[config.mk]
export PLATFORM = sky130hd
export DESIGN_NAME = ca_distributor_mc
export DESIGN_NICKNAME = d
export VERILOG_FILES = /design/src/rtl/ca_distributor_mc.sv
export SDC_FILE = /design/constraint.sdc
export NUM_CORES = 1
export LEC_CHECK = 0
export ABC_AREA = 1
export BUFFER_PORTS_ARGS = -buffer_cell sky130_fd_sc_hd__buf_2
export CELL_PAD_IN_SITES_DETAIL_PLACEMENT = 1
export CELL_PAD_IN_SITES_GLOBAL_PLACEMENT = 1
export CORE_ASPECT_RATIO = 0.7
export CORE_MARGIN = 10
export CORE_UTILIZATION = 40
export DETAILED_ROUTE_END_ITERATION = 10
export PLACE_DENSITY_LB_ADDON = 0.1
export SYNTH_ARGS = -nofsm -noshare
export SYNTH_HDL_FRONTEND = slang
export SYNTH_SLANG_ARGS = --single-unit
export TNS_END_PERCENT = 30
[constraint.sdc]
create_clock -name clk -period 3.5 [get_ports clk]
set_clock_uncertainty 0.1 [all_clocks]
set_input_delay 0.35 -clock clk [delete_from_list [all_inputs] [get_ports clk]]
set_output_delay 0.35 -clock clk [all_outputs]
set_load 0.01 [all_outputs]
[src/rtl/ca_distributor_mc.sv]
// CA beat distributor: routes host CA beats (with even parity) into per-subchannel FWFT FIFOs.
// Broadcast pushes are atomic: a beat is accepted only when every targeted FIFO has room.
module ca_distributor_mc #(
  parameter int CA_WIDTH   = 14,
  parameter int NUM_SC     = 2,
  parameter int FIFO_DEPTH = 4,
  parameter int RANK_BITS  = 2,
  localparam int SCW   = (NUM_SC > 1) ? $clog2(NUM_SC) : 1,
  localparam int CW    = $clog2(FIFO_DEPTH) + 1,
  localparam int NRANK = 2 ** RANK_BITS
) (
  input  logic                       clk,
  input  logic                       rst_n,
  input  logic                       enable,
  input  logic                       flush,
  input  logic [1:0]                 routing_mode,
  input  logic [SCW-1:0]             sc_select,
  input  logic [NRANK*SCW-1:0]       rank_map,
  input  logic [CA_WIDTH-1:0]        ca_in,
  input  logic [RANK_BITS-1:0]       ca_rank_in,
  input  logic                       ca_valid_in,
  output logic                       ca_ready_out,
  output logic [NUM_SC*CA_WIDTH-1:0] ca_out,
  output logic [NUM_SC-1:0]          ca_par_out,
  output logic [NUM_SC-1:0]          ca_valid_out,
  input  logic [NUM_SC-1:0]          ca_ready_in,
  output logic [NUM_SC*CW-1:0]       fifo_level,
  output logic [31:0]                pkt_count,
  output logic [31:0]                err_count
);

  localparam int AW = CW - 1;

  // entry = {beat, parity}
  logic [CA_WIDTH:0]  mem [NUM_SC][FIFO_DEPTH];
  logic [CW-1:0]      wptr [NUM_SC];
  logic [CW-1:0]      rptr [NUM_SC];
  logic [NUM_SC-1:0]  tgt;
  logic [NUM_SC-1:0]  full;
  logic [NUM_SC-1:0]  empty;
  logic [NUM_SC-1:0]  push;
  logic [NUM_SC-1:0]  pop;
  logic [SCW-1:0]     idx;
  logic               idx_used;
  logic               accept;
  logic               err_inc;

  always_comb begin
    idx      = '0;
    idx_used = 1'b0;
    tgt      = '0;
    case (routing_mode)
      2'b00: tgt = '1;
      2'b01: begin
        idx      = sc_select;
        idx_used = 1'b1;
      end
      2'b10: begin
        idx      = rank_map[int'(ca_rank_in)*SCW +: SCW];
        idx_used = 1'b1;
      end
      default: ;
    endcase
    // an index >= NUM_SC matches no subchannel, leaving tgt empty
    if (idx_used) begin
      for (int s = 0; s < NUM_SC; s++) begin
        tgt[s] = (idx == SCW'(s));
      end
    end
  end

  always_comb begin
    full  = '0;
    empty = '0;
    for (int s = 0; s < NUM_SC; s++) begin
      full[s]  = (wptr[s][AW] != rptr[s][AW]) && (wptr[s][AW-1:0] == rptr[s][AW-1:0]);
      empty[s] = (wptr[s] == rptr[s]);
    end
  end

  assign ca_ready_out = rst_n & enable & ~flush & (routing_mode != 2'b11) & (&(~tgt | ~full));
  assign accept       = ca_valid_in & ca_ready_out;
  assign push         = {NUM_SC{accept}} & tgt;
  assign pop          = ~empty & ca_ready_in;
  assign err_inc      = (accept && (tgt == '0)) ||
                        (ca_valid_in && enable && (routing_mode == 2'b11));

  always_ff @(posedge clk or negedge rst_n) begin
    if (!rst_n) begin
      for (int s = 0; s < NUM_SC; s++) begin
        wptr[s] <= '0;
        rptr[s] <= '0;
      end
    end else begin
      for (int s = 0; s < NUM_SC; s++) begin
        if (flush) begin
          wptr[s] <= '0;
          rptr[s] <= '0;
        end else begin
          if (push[s]) wptr[s] <= wptr[s] + 1'b1;
          if (pop[s])  rptr[s] <= rptr[s] + 1'b1;
        end
      end
    end
  end

  always_ff @(posedge clk) begin
    for (int s = 0; s < NUM_SC; s++) begin
      if (push[s]) mem[s][wptr[s][AW-1:0]] <= {ca_in, ^ca_in};
    end
  end

  // outputs are gated by occupancy so stale storage never leaks out after reset or flush
  always_comb begin
    ca_out     = '0;
    ca_par_out = '0;
    fifo_level = '0;
    for (int s = 0; s < NUM_SC; s++) begin
      if (!empty[s]) begin
        ca_out[s*CA_WIDTH +: CA_WIDTH] = mem[s][rptr[s][AW-1:0]][CA_WIDTH:1];
        ca_par_out[s]                  = mem[s][rptr[s][AW-1:0]][0];
      end
      fifo_level[s*CW +: CW] = wptr[s] - rptr[s];
    end
  end

  assign ca_valid_out = ~empty;

  always_ff @(posedge clk or negedge rst_n) begin
    if (!rst_n) begin
      pkt_count <= '0;
      err_count <= '0;
    end else begin
      if (accept && (pkt_count != 32'hFFFF_FFFF))  pkt_count <= pkt_count + 32'd1;
      if (err_inc && (err_count != 32'hFFFF_FFFF)) err_count <= err_count + 32'd1;
    end
  end

endmodule

### Word level (Yosys, flattened, before mapping)

Memory sizes are Yosys's and may differ from the RTL's.
Cells that the tools add are included.

| operators by class | value |
|---|---|
| add/sub/neg operators | 8 |
| $mul | 0 |
| divide/modulo/power cells | 0 |
| order comparisons | 6 |
| equality and inequality tests | 12 |
| shift operators | 1 |
| mux-type cells | 30 |
| bitwise operators | 17 |
| reductions and logical operators | 19 |

Operators with widths:

| cell | number |
|---|---|
| $mux W60 | 2 |
| $mux W15 | 6 |
| $add A32 B1 Y32 const B | 2 |
| $ne A32 B32 Y1 const B | 2 |
| $bmux W15 S2 | 2 |
| $demux W15 S2 | 2 |
| $mux W14 | 2 |
| $mux W3 | 8 |
| $reduce_xor A14 Y1 | 1 |
| $add A3 B1 Y3 const B | 4 |
| $ge A3 B3 Y1 const B | 4 |
| $not A2 Y3 | 4 |
| $logic_and A1 B1 Y1 | 9 |
| $reduce_bool A2 Y1 | 4 |
| $eq A3 B3 Y1 | 2 |
| $lt A3 B1 Y1 const B | 2 |
| $not A2 Y2 | 3 |
| $sub A3 B3 Y3 | 2 |
| $and A1 B1 Y1 | 5 |
| $mux W1 | 5 |
| $and A2 B2 Y2 | 2 |
| $eq A2 B2 Y1 | 2 |
| $eq A2 B2 Y1 const B | 2 |
| $logic_not A2 Y1 | 2 |
| other kinds (11) | 14 |

| storage, ports and cells | value |
|---|---|
| register bits | 76 |
| latch bits | 0 |
| bits in writable memories | 120 |
| memory bits (read-only) | 0 |
| bits of input ports | 30 |
| output and inout bits | 103 |
| logic and storage cells | 100 |
| memories | 1 |

Memory list:

| name | depth | width | read ports | clocked after memory_dff | write ports | RTL line | text |
|---|---|---|---|---|---|---|---|
| mem | 2 | 60 | 2 | 0 | 2 | 35 | `logic [CA_WIDTH:0] mem [NUM_SC][FIFO_DEPTH];` |

### Logic depth before layout (Yosys ltp)

| depth | value |
|---|---|
| depth in word-level cells | 12 |
| depth in mapped cells | 15 |
| gate-level depth less buffers | 14 |

### Least setup slack after synthesis

OpenSTA, ideal clock, no wires.

| timing path | value |
|---|---|
| path type | flip-flop to flip-flop |
| from | reg rptr[1] (netlist bit) |
| to | mem mem[0][30] (netlist bit), enable pin |
| library setup time | 0.387 ns |
| arrival | 2.953 ns |
| data required time | 3.013 ns |
| path slack | 0.060 ns |
| stages on the path, launching flop included | 15 |
| buffers on the path | 3 |
| clock period less this slack | 3.440 ns |
| path through | dfrtp_1 clkbuf_1 clkinv_1 buf_1 ha_1 nand2_1 nor2_1 nand3_1 nand2_1 nor2_1 nand2_1 inv_2 buf_2 nand2_2 nor2_1 |

RTL lines:

| element | RTL line | text |
|---|---|---|
| start: declaration | 37 | `logic [CW-1:0] rptr [NUM_SC];` |
| start signal: indexed assignment | 101 | `if (pop[s]) rptr[s] <= rptr[s] + 1'b1;` |
| end: declaration | 35 |  |

### Final worst setup path

| timing path | value |
|---|---|
| from | reg wptr[3] (netlist bit) |
| to | out ca_out[12] |

| on the way | value |
|---|---|
| word-level cells in the longest chain between the ends | 2 |

Ends and longest elaborated chain:

| element | RTL line | text |
|---|---|---|
| start: declaration | 36 | `logic [CW-1:0] wptr [NUM_SC];` |
| start signal: indexed assignment | 100 | `if (push[s]) wptr[s] <= wptr[s] + 1'b1;` |
| $eq A3 B3 Y1 | 77 | `empty[s] = (wptr[s] == rptr[s]);` |
| $mux W14 | 119 | `if (!empty[s]) begin` |
| end: declaration | 23 | `output logic [NUM_SC*CA_WIDTH-1:0] ca_out,` |

Every way passes these cells.

==> flow_summary.yaml <==
drt:
  firstDrtPassIters: 4
  drt_wl_total_mm: 28.9
  first_iter_violations: 519
  wl_met3_um: 993
  via_count: 8010
  wl_per_cell_um: 18.6
  drc_errors: 0
  routed.top_layer: "met4"
  routedLengthMet1_mm: 14.1
  viasPerCell: 5.14
  met2WireLength_mm: 13.6
  ant_nets: 0
global_routing:
  grt_usage: 0.186
  grt_pass1_wl_mm: 47.0
  antenna_found_initial: 0
  overflow: 0
  grt_pass1_vias: 8399
  grt_max_degree: 55
placed_design:
  io_buffers: 132
  place_hpwl_mm: 20.5
  gp_congestion: 0.873
pwr:
  irDropWorstVdd_mv: 0.335
  p_per_area_nw_per_um2: 467
  cellLeakagePower_nw: 5.09
clock_tree:
  cts_tree: "yes"
  insertion_delay_ns: 0.45
  cts.sinks: 196
  path_clk_slew_ns: 0.07
  clock_path_buffers: 2
  cts_root_buffer: "clkbuf_16"
  cts_max_level: 4
  cts_buffers: 17
  ctsResizeCount: 0
yosys:
  ys.flop_type: "edfxtp_1"
  ys_warn_count: 0
  yosysSeqAreaShare: 0.555
  synth.top_cells.by_area: "edfxtp_1, dfrtp_1, nand2_1"
  synth_largest_area_cell: "edfxtp_1"
  synth_compound_area_frac: 0.0540
  synth_seq_cells: 196
  synth_top_family_by_area: "simple AND/OR/NAND/NOR gates"
  synth-xor-area-share: 0.0644
  synth_simple_gate_area_frac: 0.247
  syn_avg_cell_area_um2: 9.15
  synth-adder-area-share: 0.0305
  synth_nets: 1137
  syn_area_um2: 9920
  yosys.cell_types.count: 32
  synth_edf_count: 120
  synthArstFlopShare: 0.388
  yosysTopAreaCellShare: 0.363
  synth.area.mux_share: 0
  syn_inst: 1084
sta:
  min_period_over_period: 0.824
  slew_viol_final: 0
  relSlewSlack: 0.499
  hold_ws_ns: 0.0776
  fin_setup_tns_ns: 0
  finalSetupViolations: 0
  period_needed_ns: 2.88
  hold_viol_final: 0
  grt_setup_unrepaired: "false"
  worst_pin_slew_ns: 0.744
  fmax_mhz: 347
die:
  initial_core_util: 0.405
  std_cell_rows: 48
  coreArea_um2: 24500
  die_h_um: 152
  die-area_um2: 31600
  fp.dieW_um: 208
  io_pins: 133
setup_path:
  r2r-start: "wptr[0]"
  critPathCaptureType: "primary output"
  crit_fanout: 15
  reg2reg_depth: 12
  critPathArrivalTime_ns: 2.43
  reg2reg_to: "mem[0][118]"
  cp-start-kind: "flip-flop"
  crit_required_ns: 3.05
  r2r_slack_ns: 0.86
  cp-startpoint: "wptr[3]"
  endpoint: "ca_out[12]"
  crit_type: "reg -> out"
hold_path:
  hold_class: "in -> reg"
final_layout:
  n_antenna_cell: 0
  drive_above_1_share: 0.161
  finish.utilization: 0.470
  area_growth_syn_to_layout_pct: 16.1
  fill_cells: 2905
  fin_nets: 1272
run:
  drv_cap: 0
status:
  status: "completed"
metal layers:
metal / GRT usage / vias up
li1: - / 3875
met1: 0.251 / 3999
met2: 0.304 / 114
met3: 0.0371 / 22
met4: 0.0408 / 0
met5: 0 / -
how the worst min path moves through the flow:
stage          start             to  slack, ns  cells after the start
2_1_floorplan  rst_n   err_count[0]      -0.05                      0
3_3_place_gp   rst_n  err_count[15]       0.19                      1
3_5_place_dp   rst_n  err_count[15]       0.19                      1
4_1_cts        flush        rptr[4]       0.08                      2
5_1_grt        flush        rptr[1]       0.08                      2
6_report       flush        rptr[4]       0.08                      2
placed cells by master (no fill, tap or decap), drive strengths merged, types with 27 or more instances in the layout:
cell,Yosys,final
a21oi,35,35
buf,20,152
dfrtp,76,76
edfxtp,120,120
inv,76,79
nand2,230,230
nand3,90,90
nor2,188,188
nor3,27,27
o21ai,69,69
xnor2,27,27
xor2,46,46
logic make-up after synthesis:
group / count (synthesis)
XOR/XNOR: 73
buffers and inverters: 115
AND/OR/NAND/NOR: 571
flip-flops: 196
AO/OA/AOI/OAI: 106
adder cells (fa/ha/maj): 23
what timing repair did:
item                      CTS  global route
buffers inserted            0             0
hold endpoints to repair   22             0
hold buffers                1             0
cell usage after synthesis (all sizes together), types with 11 or more instances:
cell    number
nor4        11
xor2        46
nor3        27
ha          21
nand3       90
nor2       188
inv         76
nand4       23
clkbuf      17
nand2      230
dfrtp       76
buf         20
xnor2       27
edfxtp     120
a21oi       35
o21ai       69
report_power, final:
part / total [W] / internal (W) / switching (W) / leakage [nW]
clock network: 0.00197 / 0.00106 / 0.000908 / 0.267
registers: 0.00260 / 0.00253 / 0.0000710 / 2.13
logic: 0.000812 / 0.000269 / 0.000543 / 2.70
total: 0.00538 / 0.00386 / 0.00152 / 5.09
per-stage QoR:
stage | area [um^2] | setup WS [ns] | total power, W | std cells
6_report | 11500 | 0.617 | 0.00538 | 1557
3_3_place_gp | 10900 | 0.820 | 0.00345 | 1524
3_5_place_dp | 10900 | 0.691 | 0.00348 | 1524
2_1_floorplan | 9920 | 0.0600 | 0.00310 | 1084
4_1_cts | 11500 | 0.542 | 0.00545 | 1557
5_1_grt | 11500 | 0.468 | 0.00564 | 1557
worst max-delay path, stage by stage (launching register included):
cell     delay, ns
dfrtp_1       0.39
inv_1         0.11
ha_1          0.34
nand4_1       0.22
inv_1         0.53
a21oi_1       0.20
buf_2         0.20
cell type report:
type	instances	area, um^2	share of cell area
Sequential cell	196	5510	0.478
Timing Repair Buffer	153	823	0.0715
Tap cell	325	407	0.0353
Multi-Input combinational cell	773	3930	0.341
Clock buffer	22	444	0.0385
Clock inverter	10	125	0.0109
Inverter	78	293	0.0254
state kept, by name (all words and copies together) (netlist names):
register   flops
wptr           6
pkt_count     32
err_count     32
rptr           6
mem          120
No activity file was read; power rests on OpenSTA's default activity.
